==> src/rtl/mem_pkg.sv <==
// ---------------------------------------------------------------------------
// mem_pkg
// Shared definitions for the cache line fill controller:
//   ADDR_W_DEF / LINE_W_DEF : default byte-address and cache-line widths
//   IDX_W                   : width of the RAM word/line index buses
//   CNT_W                   : width of the memory latency down-counter
//   fill_state_t            : controller FSM states (IDLE, WB, FILL, RESP)
//   lat_load()              : counter reload value for a given latency
// ---------------------------------------------------------------------------
package mem_pkg;

    localparam int ADDR_W_DEF = 20;
    localparam int LINE_W_DEF = 128;
    localparam int IDX_W      = 20;
    localparam int CNT_W      = 4;

    typedef enum logic [1:0] {
        IDLE = 2'd0,
        WB   = 2'd1,
        FILL = 2'd2,
        RESP = 2'd3
    } fill_state_t;

    // The counter reaches zero on the last of 'lat' cycles, so it starts at lat-1.
    function automatic logic [CNT_W-1:0] lat_load(input int lat);
        return CNT_W'(lat - 1);
    endfunction

endpackage

==> src/rtl/mem_fill_ctrl_if.sv <==
// ---------------------------------------------------------------------------
// mem_fill_ctrl_if
// Cache-side request/response bundle of the line fill controller.
//   req_valid/req_ready   : miss request handshake
//   req_addr              : line address to fill (bits [3:0] ignored)
//   req_wb                : a dirty victim must be written back first
//   req_wb_addr/_data     : victim line address and data
//   resp_valid/resp_ready : fill response handshake
//   resp_data/resp_addr   : filled line and its line-aligned address
// Modports: master = cache side, slave = fill controller.
// ---------------------------------------------------------------------------
interface mem_fill_ctrl_if
    import mem_pkg::*;
#(
    parameter int ADDR_W = ADDR_W_DEF,
    parameter int LINE_W = LINE_W_DEF
) ();

    logic              req_valid;
    logic              req_ready;
    logic [ADDR_W-1:0] req_addr;
    logic              req_wb;
    logic [ADDR_W-1:0] req_wb_addr;
    logic [LINE_W-1:0] req_wb_data;
    logic              resp_valid;
    logic              resp_ready;
    logic [LINE_W-1:0] resp_data;
    logic [ADDR_W-1:0] resp_addr;

    modport master (
        output req_valid, req_addr, req_wb, req_wb_addr, req_wb_data, resp_ready,
        input  req_ready, resp_valid, resp_data, resp_addr
    );

    modport slave (
        input  req_valid, req_addr, req_wb, req_wb_addr, req_wb_data, resp_ready,
        output req_ready, resp_valid, resp_data, resp_addr
    );

endinterface

==> src/rtl/mem_lat_counter.sv <==
// ---------------------------------------------------------------------------
// mem_lat_counter
// Down-counter timing how long the RAM address/data is held.
//   clk      : clock
//   reset    : synchronous active-high reset, clears the count
//   load     : load load_val this cycle (takes priority over counting)
//   load_val : value to load
//   zero     : count is zero (last cycle of the current RAM access)
// The count stops at zero rather than wrapping.
// ---------------------------------------------------------------------------
module mem_lat_counter
    import mem_pkg::*;
(
    input  logic             clk,
    input  logic             reset,
    input  logic             load,
    input  logic [CNT_W-1:0] load_val,
    output logic             zero
);

    logic [CNT_W-1:0] count_reg;
    logic [CNT_W-1:0] count_next;

    always_comb begin
        count_next = count_reg;
        if (load) begin
            count_next = load_val;
        end else if (count_reg != '0) begin
            count_next = count_reg - 1'b1;
        end
    end

    always_ff @(posedge clk) begin
        if (reset) begin
            count_reg <= '0;
        end else begin
            count_reg <= count_next;
        end
    end

    assign zero = (count_reg == '0);

endmodule

==> src/rtl/mem_fill_ctrl.sv <==
// ---------------------------------------------------------------------------
// mem_fill_ctrl
// Cache line fill controller: accepts a miss request, optionally writes the
// dirty victim back to RAM, reads the requested line, and presents it to the
// cache until consumed.
//   clk            : clock, all state changes on the rising edge
//   reset          : synchronous active-high reset
//   cache          : mem_fill_ctrl_if.slave request/response bundle
//   data_requested : RAM read word index ((req_addr >> 2) with [1:0] cleared)
//   where_to_write : RAM write line index (req_wb_addr >> 4)
//   data_to_write  : RAM write data (victim line)
//   write_to_mem   : RAM write enable, one-cycle pulse at the end of WB
//   data_returned  : RAM read data, sampled on the last FILL cycle
// Optional build macro MEM_FILL_STATS_EN adds 16-bit saturating outputs
// fill_count / wb_count counting completed FILL and WB phases.
// ---------------------------------------------------------------------------
module mem_fill_ctrl
    import mem_pkg::*;
#(
    parameter int MEM_LATENCY = 4,
    parameter int ADDR_W      = ADDR_W_DEF,
    parameter int LINE_W      = LINE_W_DEF
) (
    input  logic              clk,
    input  logic              reset,
    mem_fill_ctrl_if.slave    cache,
    output logic [IDX_W-1:0]  data_requested,
    output logic [IDX_W-1:0]  where_to_write,
    output logic [LINE_W-1:0] data_to_write,
    output logic              write_to_mem,
    input  logic [LINE_W-1:0] data_returned
`ifdef MEM_FILL_STATS_EN
    ,
    output logic [15:0]       fill_count,
    output logic [15:0]       wb_count
`endif
);

    fill_state_t state_reg;
    fill_state_t state_next;

    logic              cnt_load;
    logic              cnt_zero;
    logic              accept;
    logic              capture;
    logic              wb_done;
    logic              fill_done;

    logic [IDX_W-1:0]  data_requested_reg;
    logic [IDX_W-1:0]  where_to_write_reg;
    logic [LINE_W-1:0] data_to_write_reg;
    logic [LINE_W-1:0] resp_data_reg;
    logic [ADDR_W-1:0] resp_addr_reg;

    mem_lat_counter u_lat_counter (
        .clk      (clk),
        .reset    (reset),
        .load     (cnt_load),
        .load_val (lat_load(MEM_LATENCY)),
        .zero     (cnt_zero)
    );

    assign wb_done   = (state_reg == WB)   && cnt_zero;
    assign fill_done = (state_reg == FILL) && cnt_zero;

    always_comb begin
        state_next = state_reg;
        cnt_load   = 1'b0;
        accept     = 1'b0;
        capture    = 1'b0;
        case (state_reg)
            IDLE: begin
                if (cache.req_valid) begin
                    accept     = 1'b1;
                    cnt_load   = 1'b1;
                    state_next = cache.req_wb ? WB : FILL;
                end
            end
            WB: begin
                if (cnt_zero) begin
                    cnt_load   = 1'b1;
                    state_next = FILL;
                end
            end
            FILL: begin
                if (cnt_zero) begin
                    capture    = 1'b1;
                    state_next = RESP;
                end
            end
            RESP: begin
                if (cache.resp_ready) begin
                    state_next = IDLE;
                end
            end
            default: state_next = IDLE;
        endcase
    end

    always_ff @(posedge clk) begin
        if (reset) begin
            state_reg          <= IDLE;
            data_requested_reg <= '0;
            where_to_write_reg <= '0;
            data_to_write_reg  <= '0;
            resp_data_reg      <= '0;
            resp_addr_reg      <= '0;
        end else begin
            state_reg <= state_next;
            if (accept) begin
                // RAM indices are captured once so they stay stable for the
                // whole WB/FILL hold window regardless of the request bus.
                data_requested_reg <= {(IDX_W-2)'(cache.req_addr >> 4), 2'b00};
                where_to_write_reg <= IDX_W'(cache.req_wb_addr >> 4);
                data_to_write_reg  <= cache.req_wb_data;
                resp_addr_reg      <= {cache.req_addr[ADDR_W-1:4], 4'h0};
            end
            if (capture) begin
                resp_data_reg <= data_returned;
            end
        end
    end

    // Control outputs are gated by reset so they are inactive from the very
    // first reset cycle, and an aborted WB can never emit a write pulse.
    assign cache.req_ready  = (state_reg == IDLE) && !reset;
    assign cache.resp_valid = (state_reg == RESP) && !reset;
    assign write_to_mem     = wb_done && !reset;

    assign cache.resp_data  = resp_data_reg;
    assign cache.resp_addr  = resp_addr_reg;
    assign data_requested   = data_requested_reg;
    assign where_to_write   = where_to_write_reg;
    assign data_to_write    = data_to_write_reg;

`ifdef MEM_FILL_STATS_EN
    logic [1:0] stat_inc;
    assign stat_inc[0] = fill_done;
    assign stat_inc[1] = wb_done;

    for (genvar gi = 0; gi < 2; gi++) begin : g_stat
        logic [15:0] cnt_reg;
        always_ff @(posedge clk) begin
            if (reset) begin
                cnt_reg <= '0;
            end else if (stat_inc[gi] && (cnt_reg != 16'hFFFF)) begin
                cnt_reg <= cnt_reg + 16'd1;
            end
        end
    end

    assign fill_count = g_stat[0].cnt_reg;
    assign wb_count   = g_stat[1].cnt_reg;
`endif

endmodule

==> src/flat_wrapper.sv <==
// flat-port wrapper written by rule: the top's interface ports become plain ports
module mem_fill_ctrl_flat import mem_pkg::*;
#(
    parameter int MEM_LATENCY = 4,
    parameter int ADDR_W      = ADDR_W_DEF,
    parameter int LINE_W      = LINE_W_DEF
)
  (clk, reset, data_requested, where_to_write, data_to_write, write_to_mem, data_returned, cache_req_valid, cache_req_addr, cache_req_wb, cache_req_wb_addr, cache_req_wb_data, cache_resp_ready, cache_req_ready, cache_resp_valid, cache_resp_data, cache_resp_addr);
  mem_fill_ctrl_if #(.ADDR_W(ADDR_W), .LINE_W(LINE_W)) cache_i ();
  input  logic clk;
  input  logic reset;
  output logic [IDX_W-1:0] data_requested;
  output logic [IDX_W-1:0] where_to_write;
  output logic [LINE_W-1:0] data_to_write;
  output logic write_to_mem;
  input  logic [LINE_W-1:0] data_returned;
  input wire logic [$bits(cache_i.req_valid)-1:0] cache_req_valid;
  input wire logic [$bits(cache_i.req_addr)-1:0] cache_req_addr;
  input wire logic [$bits(cache_i.req_wb)-1:0] cache_req_wb;
  input wire logic [$bits(cache_i.req_wb_addr)-1:0] cache_req_wb_addr;
  input wire logic [$bits(cache_i.req_wb_data)-1:0] cache_req_wb_data;
  input wire logic [$bits(cache_i.resp_ready)-1:0] cache_resp_ready;
  output wire logic [$bits(cache_i.req_ready)-1:0] cache_req_ready;
  output wire logic [$bits(cache_i.resp_valid)-1:0] cache_resp_valid;
  output wire logic [$bits(cache_i.resp_data)-1:0] cache_resp_data;
  output wire logic [$bits(cache_i.resp_addr)-1:0] cache_resp_addr;
  assign cache_i.req_valid = cache_req_valid;
  assign cache_i.req_addr = cache_req_addr;
  assign cache_i.req_wb = cache_req_wb;
  assign cache_i.req_wb_addr = cache_req_wb_addr;
  assign cache_i.req_wb_data = cache_req_wb_data;
  assign cache_i.resp_ready = cache_resp_ready;
  assign cache_req_ready = cache_i.req_ready;
  assign cache_resp_valid = cache_i.resp_valid;
  assign cache_resp_data = cache_i.resp_data;
  assign cache_resp_addr = cache_i.resp_addr;
  mem_fill_ctrl #(.MEM_LATENCY(MEM_LATENCY), .ADDR_W(ADDR_W), .LINE_W(LINE_W)) u_core (.clk(clk), .reset(reset), .cache(cache_i), .data_requested(data_requested), .where_to_write(where_to_write), .data_to_write(data_to_write), .write_to_mem(write_to_mem), .data_returned(data_returned));
endmodule
==> config.mk <==
export PLATFORM = sky130hd
export DESIGN_NAME = mem_fill_ctrl_flat
export DESIGN_NICKNAME = d
export VERILOG_FILES = /design/src/rtl/mem_pkg.sv /design/src/rtl/mem_fill_ctrl_if.sv /design/src/rtl/mem_lat_counter.sv /design/src/rtl/mem_fill_ctrl.sv /design/src/flat_wrapper.sv
export SDC_FILE = /design/constraint.sdc
export NUM_CORES = 1
export LEC_CHECK = 0
export CORE_AREA = 2 2 239 241
export DETAILED_ROUTE_END_ITERATION = 16
export DIE_AREA = 0 0 241 243
export GPL_TIMING_DRIVEN = 0
export HOLD_SLACK_MARGIN = 0.12
export PLACE_DENSITY = 0.51
export SLEW_MARGIN = 5
export SYNTH_ARGS = -nofsm -noshare
export SYNTH_HDL_FRONTEND = slang
export SYNTH_SLANG_ARGS = --single-unit
==> constraint.sdc <==
create_clock -name clk -period 2.2 [get_ports clk]
set_input_delay 0.33 -clock clk [delete_from_list [all_inputs] [get_ports clk]]
set_output_delay 0.33 -clock clk [all_outputs]
set_load 0.03 [all_outputs]
==> results of run 1 <==
## what timing repair did
action | 4_1_cts | 5_1_grt
resized for setup | 13 | 0
endpoints found under the setup margin | 59 | 1
setup buffers | 0 | 1
hold buffers | 0 | 0
endpoints found under the hold margin | 0 | 0
## Yosys cell counts (2+ instances only)
cell	instances
buf_6	11
clkbuf_1	34
nor3_1	2
a21oi_1	290
mux2_2	2
mux2i_1	3
nand2b_1	3
nor2_1	8
buf_4	34
dfxtp_1	294
nand2_1	577
ha_1	6
inv_1	5
buf_1	4
buf_2	41
## tightest hold or removal path, delay by kind of cell
family / cells / cell delay, ns
buf+inv: 1 / 0.18
mux: 1 / 0.12
simple gates: 1 / 0.10
## power by group through the flow
stage	registers (mW)	logic [mW]	clock network, mW
after floorplan	8.58	2.58	0
after global placement	6.88	7.76	0
after detailed placement	6.92	7.80	0
after CTS	6.82	7.83	6.65
after global routing	6.92	8.27	6.86
final	6.81	7.71	6.42
## metrics by stage
step	setup slack, ns	area, um2	util (%)
final	0.1104	18830	33.66
after global routing	-0.007809	18830	33.66
after CTS	-0.0009504	18820	33.64
after detailed placement	-0.2581	17530	31.32
after global placement	-0.2252	17530	31.32
after floorplan	0.6801	10590	-
## layer usage
layer | vias up | routed length [um] | global-route usage (%)
met5 | - | 30 | 0
met4 | 4 | 1620 | 6.318
met3 | 95 | 4278 | 5.322
met2 | 415 | 22710 | 26.39
met1 | 5086 | 17050 | 15.51
li1 | 5518 | - | -
## path summary, 6_finish.rpt
path / slack [ns] / to / depth (start not counted)
worst max-delay path: 0.11 / write_to_mem / 5
worst max register to register: 0.23 / u_core.data_to_write[97] / 8
worst min-delay path: 0.22 / u_core.state_reg[0] / 3
worst min register to register: 0.45 / u_core.cache.resp_data[41] / 2
## area by class of cell
cell class | instances | area, um2 | share of cell area, %
clock buffers | 56 | 1140 | 6.052
plain buffers | 124 | 728.2 | 3.867
inverters | 5 | 18.77 | 0.09965
flip-flops and latches | 294 | 5886 | 31.25
repair buffers | 599 | 5991 | 31.81
multi-input cells | 914 | 3968 | 21.07
diodes | 2 | 5.005 | 0.02657
clock inverters | 9 | 151.4 | 0.8039
well taps | 756 | 945.9 | 5.023
## logic make-up after synthesis
group                    Yosys count  share of synthesized area [%]
AO/OA/AOI/OAI                    293                          14.05
adder cells (fa/ha/maj)            6                         0.7114
buffers and inverters            129                          7.067
flip-flops                       294                          55.77
multiplexers                       6                         0.6047
other                              1                        0.03554
AND/OR/NAND/NOR                  597                          21.76
==> flow_metrics.tcl, run 1 <==
set metrics [dict create \
    status "complete, no violations" \
    syn_inst 1326 \
    rows 87 \
    yosysTopAreaCellShare_pct 55.77 \
    p_leak_nw 6.799 \
    power-per-cell-area_nw_per_um2 1112 \
    dr.pass1.iters 5 \
    area_growth_pct 78.47 \
    period_share_pct 94.98 \
    fin_worst_skew_ns 0.01066 \
    start_util_pct 18.86 \
    irDropWorstVdd_uv 603.8 \
    maxCapViolCount 0 \
    syn_area_per_cell_um2 7.958 \
    fmax_mhz 478.6 \
    die_x_um 241 \
    fill_cells 5878 \
    path_class "reg2out" \
    avgRoutedWirePerCell_um 16.56 \
    hp-class "in2reg" \
    power_mw 20.95 \
    clk_pin_slew_ns 0.06 \
    p_sw_mw 7.537 \
    relSlewSlack_pct 46.08 \
    layout_commonest_cell "clkdlybuf4s50_1" \
    track_usage_pct 14.79 \
    grt_start_max_net_pins 13 \
    dieHeight_um 243 \
    instances_no_fill 2759 \
    p_clk_share_pct 30.7 \
    setup_viol 0 \
    final.hold.worst_slack_ns 0.2217 \
    worst_slew_pin_slew_ns 0.8088 \
    ys_ff_latch 294 \
    boundaryPins 620 \
    async_flop_share_pct 0 \
    netlist.top_cell.by_area "dfxtp_1" \
    cts_root_buf "clkbuf_16" \
    grt_overflow 0 \
    cp_num_buf_inv 2 \
    yosys_warnings 0 \
    drt-total-wl_um 45700 \
    internal_power_mw 13.41 \
    ys.flop_type "dfxtp_1" \
    htree_levels 2 \
    clk_latency_ns 0.53 \
    holdCritStartpoint "reset" \
    hold_violations 0 \
    cp_top_family "simple AND/OR/NAND/NOR gates" \
    die_area_um2 58560 \
    setup_tns_ns 0 \
    dp_hpwl_um 35840 \
    dp_cells 2691 \
    gp_congestion 0.8488 \
    critPathSlowestCell "dfxtp_1" \
    maxSlewViolCount 0 \
    cts_buffer_depth 3 \
    switching_share_pct 35.98 \
    drt_iter0_markers 339 \
    cp_cell_sequence "inv_1, ha_2, nor3b_4, and3b_1, buf_4" \
    numPortBuffers 598 \
    coreArea_um2 55950 \
    via_per_inst 4.030 \
    grt_pass1_vias 11060 \
    antenna_found_initial 3 \
    drc 0 \
    r2r-start "u_core.state_reg[0]" \
    ys_seq_area_share_pct 55.77 \
    sequentialPowerShare_pct 32.5 \
    grt_pass1_wl_um 65830 \
    final_cell_mix "clkdlybuf4s50_1 (595), nand2_1 (576), dfxtp_1 (294)" \
    finalCriticalPeriod_ns 2.090 \
    syn_area_um2 10550 \
    combPwrFrac_pct 36.8 \
    path_max_fanout 6 \
    drive_gt1_share_pct 7.746 \
    vias 11120 \
    cp_slowest_stage_delay_ns 0.33 \
    cts-buffers-inserted 37 \
    startpoint "u_core.u_lat_counter.count_reg[0]" \
    numClockSinks 294 \
    ys_types 27 \
    worstPathArrival_ns 1.76 \
    critPathRequiredTime_ns 1.87 \
    yosys-top-cells-area "dfxtp_1 (56%), nand2_1 (21%), a21oi_1 (14%), buf_4 (2.4%), buf_2 (1.9%)" \
    final_nets 2282 \
    end_kind "primary output" \
    final_antenna_net_count 0 \
    synth_enable_flop_cells 0 \
    cts_tree "done" \
    start_kind "register" \
]
No activity file was read; power rests on OpenSTA's default activity.
==> run 2: changes to the inputs <==
--- a/config.mk
+++ b/config.mk
@@ -10,7 +10,6 @@
 export DIE_AREA = 0 0 241 243
 export GPL_TIMING_DRIVEN = 0
 export HOLD_SLACK_MARGIN = 0.12
-export PLACE_DENSITY = 0.51
 export SLEW_MARGIN = 5
 export SYNTH_ARGS = -nofsm -noshare
 export SYNTH_HDL_FRONTEND = slang
==> run 2 against run 1 <==
Net effect:
- flip-flop and latch count unchanged
- hold slack improved by 0.054 ns
- critical path type unchanged
- setup slack got worse by 0.011 ns
- total power decreased by 3.6%
- final cell count decreased by 0.18%
- sequential power about the same
- die area unchanged
- register-to-register slack improved by 0.09 ns
- routed wire length decreased by 2.6%
- combinational power increased by 0.6%
- global-route usage decreased by 0.39 points
- clock power decreased by 12%
==> flow_metrics.tcl, run 2 (synthesis gave the netlist of run 1 again) <==
set metrics [dict create \
    status "complete, no violations" \
    maxCapViolCount 0 \
    dieHeight_um 243 \
    final_nets 2280 \
    r2r_cells 7 \
    irDropWorstVdd_uv 603.0 \
    avgRoutedWirePerCell_um 16.16 \
    grt_start_max_net_pins 13 \
    grt_overflow 0 \
    clk_pin_slew_ns 0.06 \
    fin_worst_skew_ns 0.01329 \
    critPathSlowestCell "dfxtp_1" \
    cts_tree "done" \
    switching_share_pct 36.87 \
    rsz0062_at_grt "false" \
    critPathRequiredTime_ns 1.87 \
    hold_violations 0 \
    internal_power_mw 12.75 \
    drt_iter0_markers 294 \
    dr.pass1.iters 5 \
    fmax_mhz 476.1 \
    clk_latency_ns 0.53 \
    coreArea_um2 55950 \
    period_share_pct 95.48 \
    hold_depth 3 \
    path_class "reg2out" \
    grt_pass1_vias 10990 \
    cp_slowest_stage_delay_ns 0.33 \
    track_usage_pct 14.40 \
    maxSlewViolCount 0 \
    path_max_fanout 6 \
    area_growth_pct 76.77 \
    combPwrFrac_pct 38.4 \
    fill_cells 5912 \
    dp_hpwl_um 35070 \
    placed_area_um2 17530 \
    die_x_um 241 \
    cts-buffers-inserted 35 \
    grt_pass1_wl_um 63940 \
    dp_cells 2691 \
    final_cell_mix "clkdlybuf4s50_1 (595), nand2_1 (576), dfxtp_1 (294)" \
    start_kind "register" \
    worstPathArrival_ns 1.77 \
    rows 87 \
    drive_gt1_share_pct 7.508 \
    sequentialPowerShare_pct 33.7 \
    final_antenna_net_count 0 \
    final_area_um2 18650 \
    drc 0 \
    p_clk_share_pct 27.9 \
    vias 11040 \
    worst_slew_pin_slew_ns 1.049 \
    antenna_found_initial 2 \
    cts_root_buf "clkbuf_16" \
    p_leak_nw 6.716 \
    instances_no_fill 2754 \
    numPortBuffers 598 \
    start_util_pct 18.86 \
    n_antenna_cell 0 \
    power-per-cell-area_nw_per_um2 1083 \
    die_area_um2 58560 \
    via_per_inst 4.009 \
    setup_viol 0 \
    end_kind "primary output" \
    hp-class "in2reg" \
    boundaryPins 620 \
    cp_cell_sequence "inv_1, ha_2, nor3b_4, and3b_1, buf_2" \
    htree_levels 2 \
    cts_buffer_depth 3 \
    gp_congestion 0.8579 \
    p_sw_mw 7.448 \
    layout_commonest_cell "clkdlybuf4s50_1" \
    drt-total-wl_um 44510 \
    numClockSinks 294 \
    finalCriticalPeriod_ns 2.101 \
    relSlewSlack_pct 30.10 \
]
-- run 2: timing repair --
| item | CTS | global route |
|---|---|---|
| hold buffers | 0 | 0 |
| resized for setup | 13 | 4 |
| setup buffers | 1 | 0 |
| endpoints found under the setup margin | 69 | 3 |
-- run 2: layout make-up --
cell class	count	area, um2	area share (%)
Inverter	5	18.77	0.1006
Timing Repair Buffer	599	5988	32.10
Buffer	124	737.0	3.951
Tap cell	756	945.9	5.071
Multi-Input combinational cell	914	3970	21.28
Clock buffer	53	1036	5.554
Clock inverter	9	72.57	0.3890
Sequential cell	294	5886	31.55
-- run 2: through the flow --
| step | power, mW | setup slack, ns | setup TNS [ns] | hold slack, ns | util, % |
|---|---|---|---|---|---|
| 2_1_floorplan | 11.16 | 0.6801 | 0 | 0.4660 | - |
| 3_3_place_gp | 14.59 | -0.3873 | -4.350 | 0.4412 | 31.32 |
| 3_5_place_dp | 14.71 | -0.3964 | -5.354 | 0.4459 | 31.32 |
| 4_1_cts | 20.53 | 0.02524 | 0 | 0.2544 | 33.32 |
| 5_1_grt | 21.28 | 0.004927 | 0 | 0.3164 | 33.34 |
| 6_report | 20.20 | 0.09945 | 0 | 0.2756 | 33.34 |
-- run 2: worst paths after layout --
check,start,endpoint,slack (ns)
worst max-delay path,u_core.u_lat_counter.count_reg[1],write_to_mem,0.1
worst min-delay path,reset,u_core.state_reg[0],0.28
worst max register to register,u_core.state_reg[1],u_core.data_to_write[113],0.32
worst min register to register,u_core.data_to_write[126],u_core.data_to_write[126],0.45
-- run 2: power by group through the flow --
stage | combinational [mW] | sequential, mW | clock, mW
after global routing | 8.31 | 6.91 | 6.06
final | 7.76 | 6.81 | 5.64
after CTS | 7.85 | 6.81 | 5.87
after detailed placement | 7.79 | 6.91 | 0
after global placement | 7.72 | 6.87 | 0
after floorplan | 2.58 | 8.58 | 0
-- run 2: critical path: cells and delay by family (launching register included) --
kind / cells / cell delay [ns]
fa+ha+maj: 1 / 0.22
buf+inv: 2 / 0.27
flops: 1 / 0.33
simple gates: 2 / 0.42
-- run 2: layer usage --
metal	share of wire (%)	global-route usage [%]	up-vias	wire (um)
met1	37	14.94	5020	16680
met3	8.5	4.663	85	3789
met2	50	26.37	425	22390
met4	3.7	5.937	2	1632
li1	-	-	5508	-
met5	0.027	0	-	12
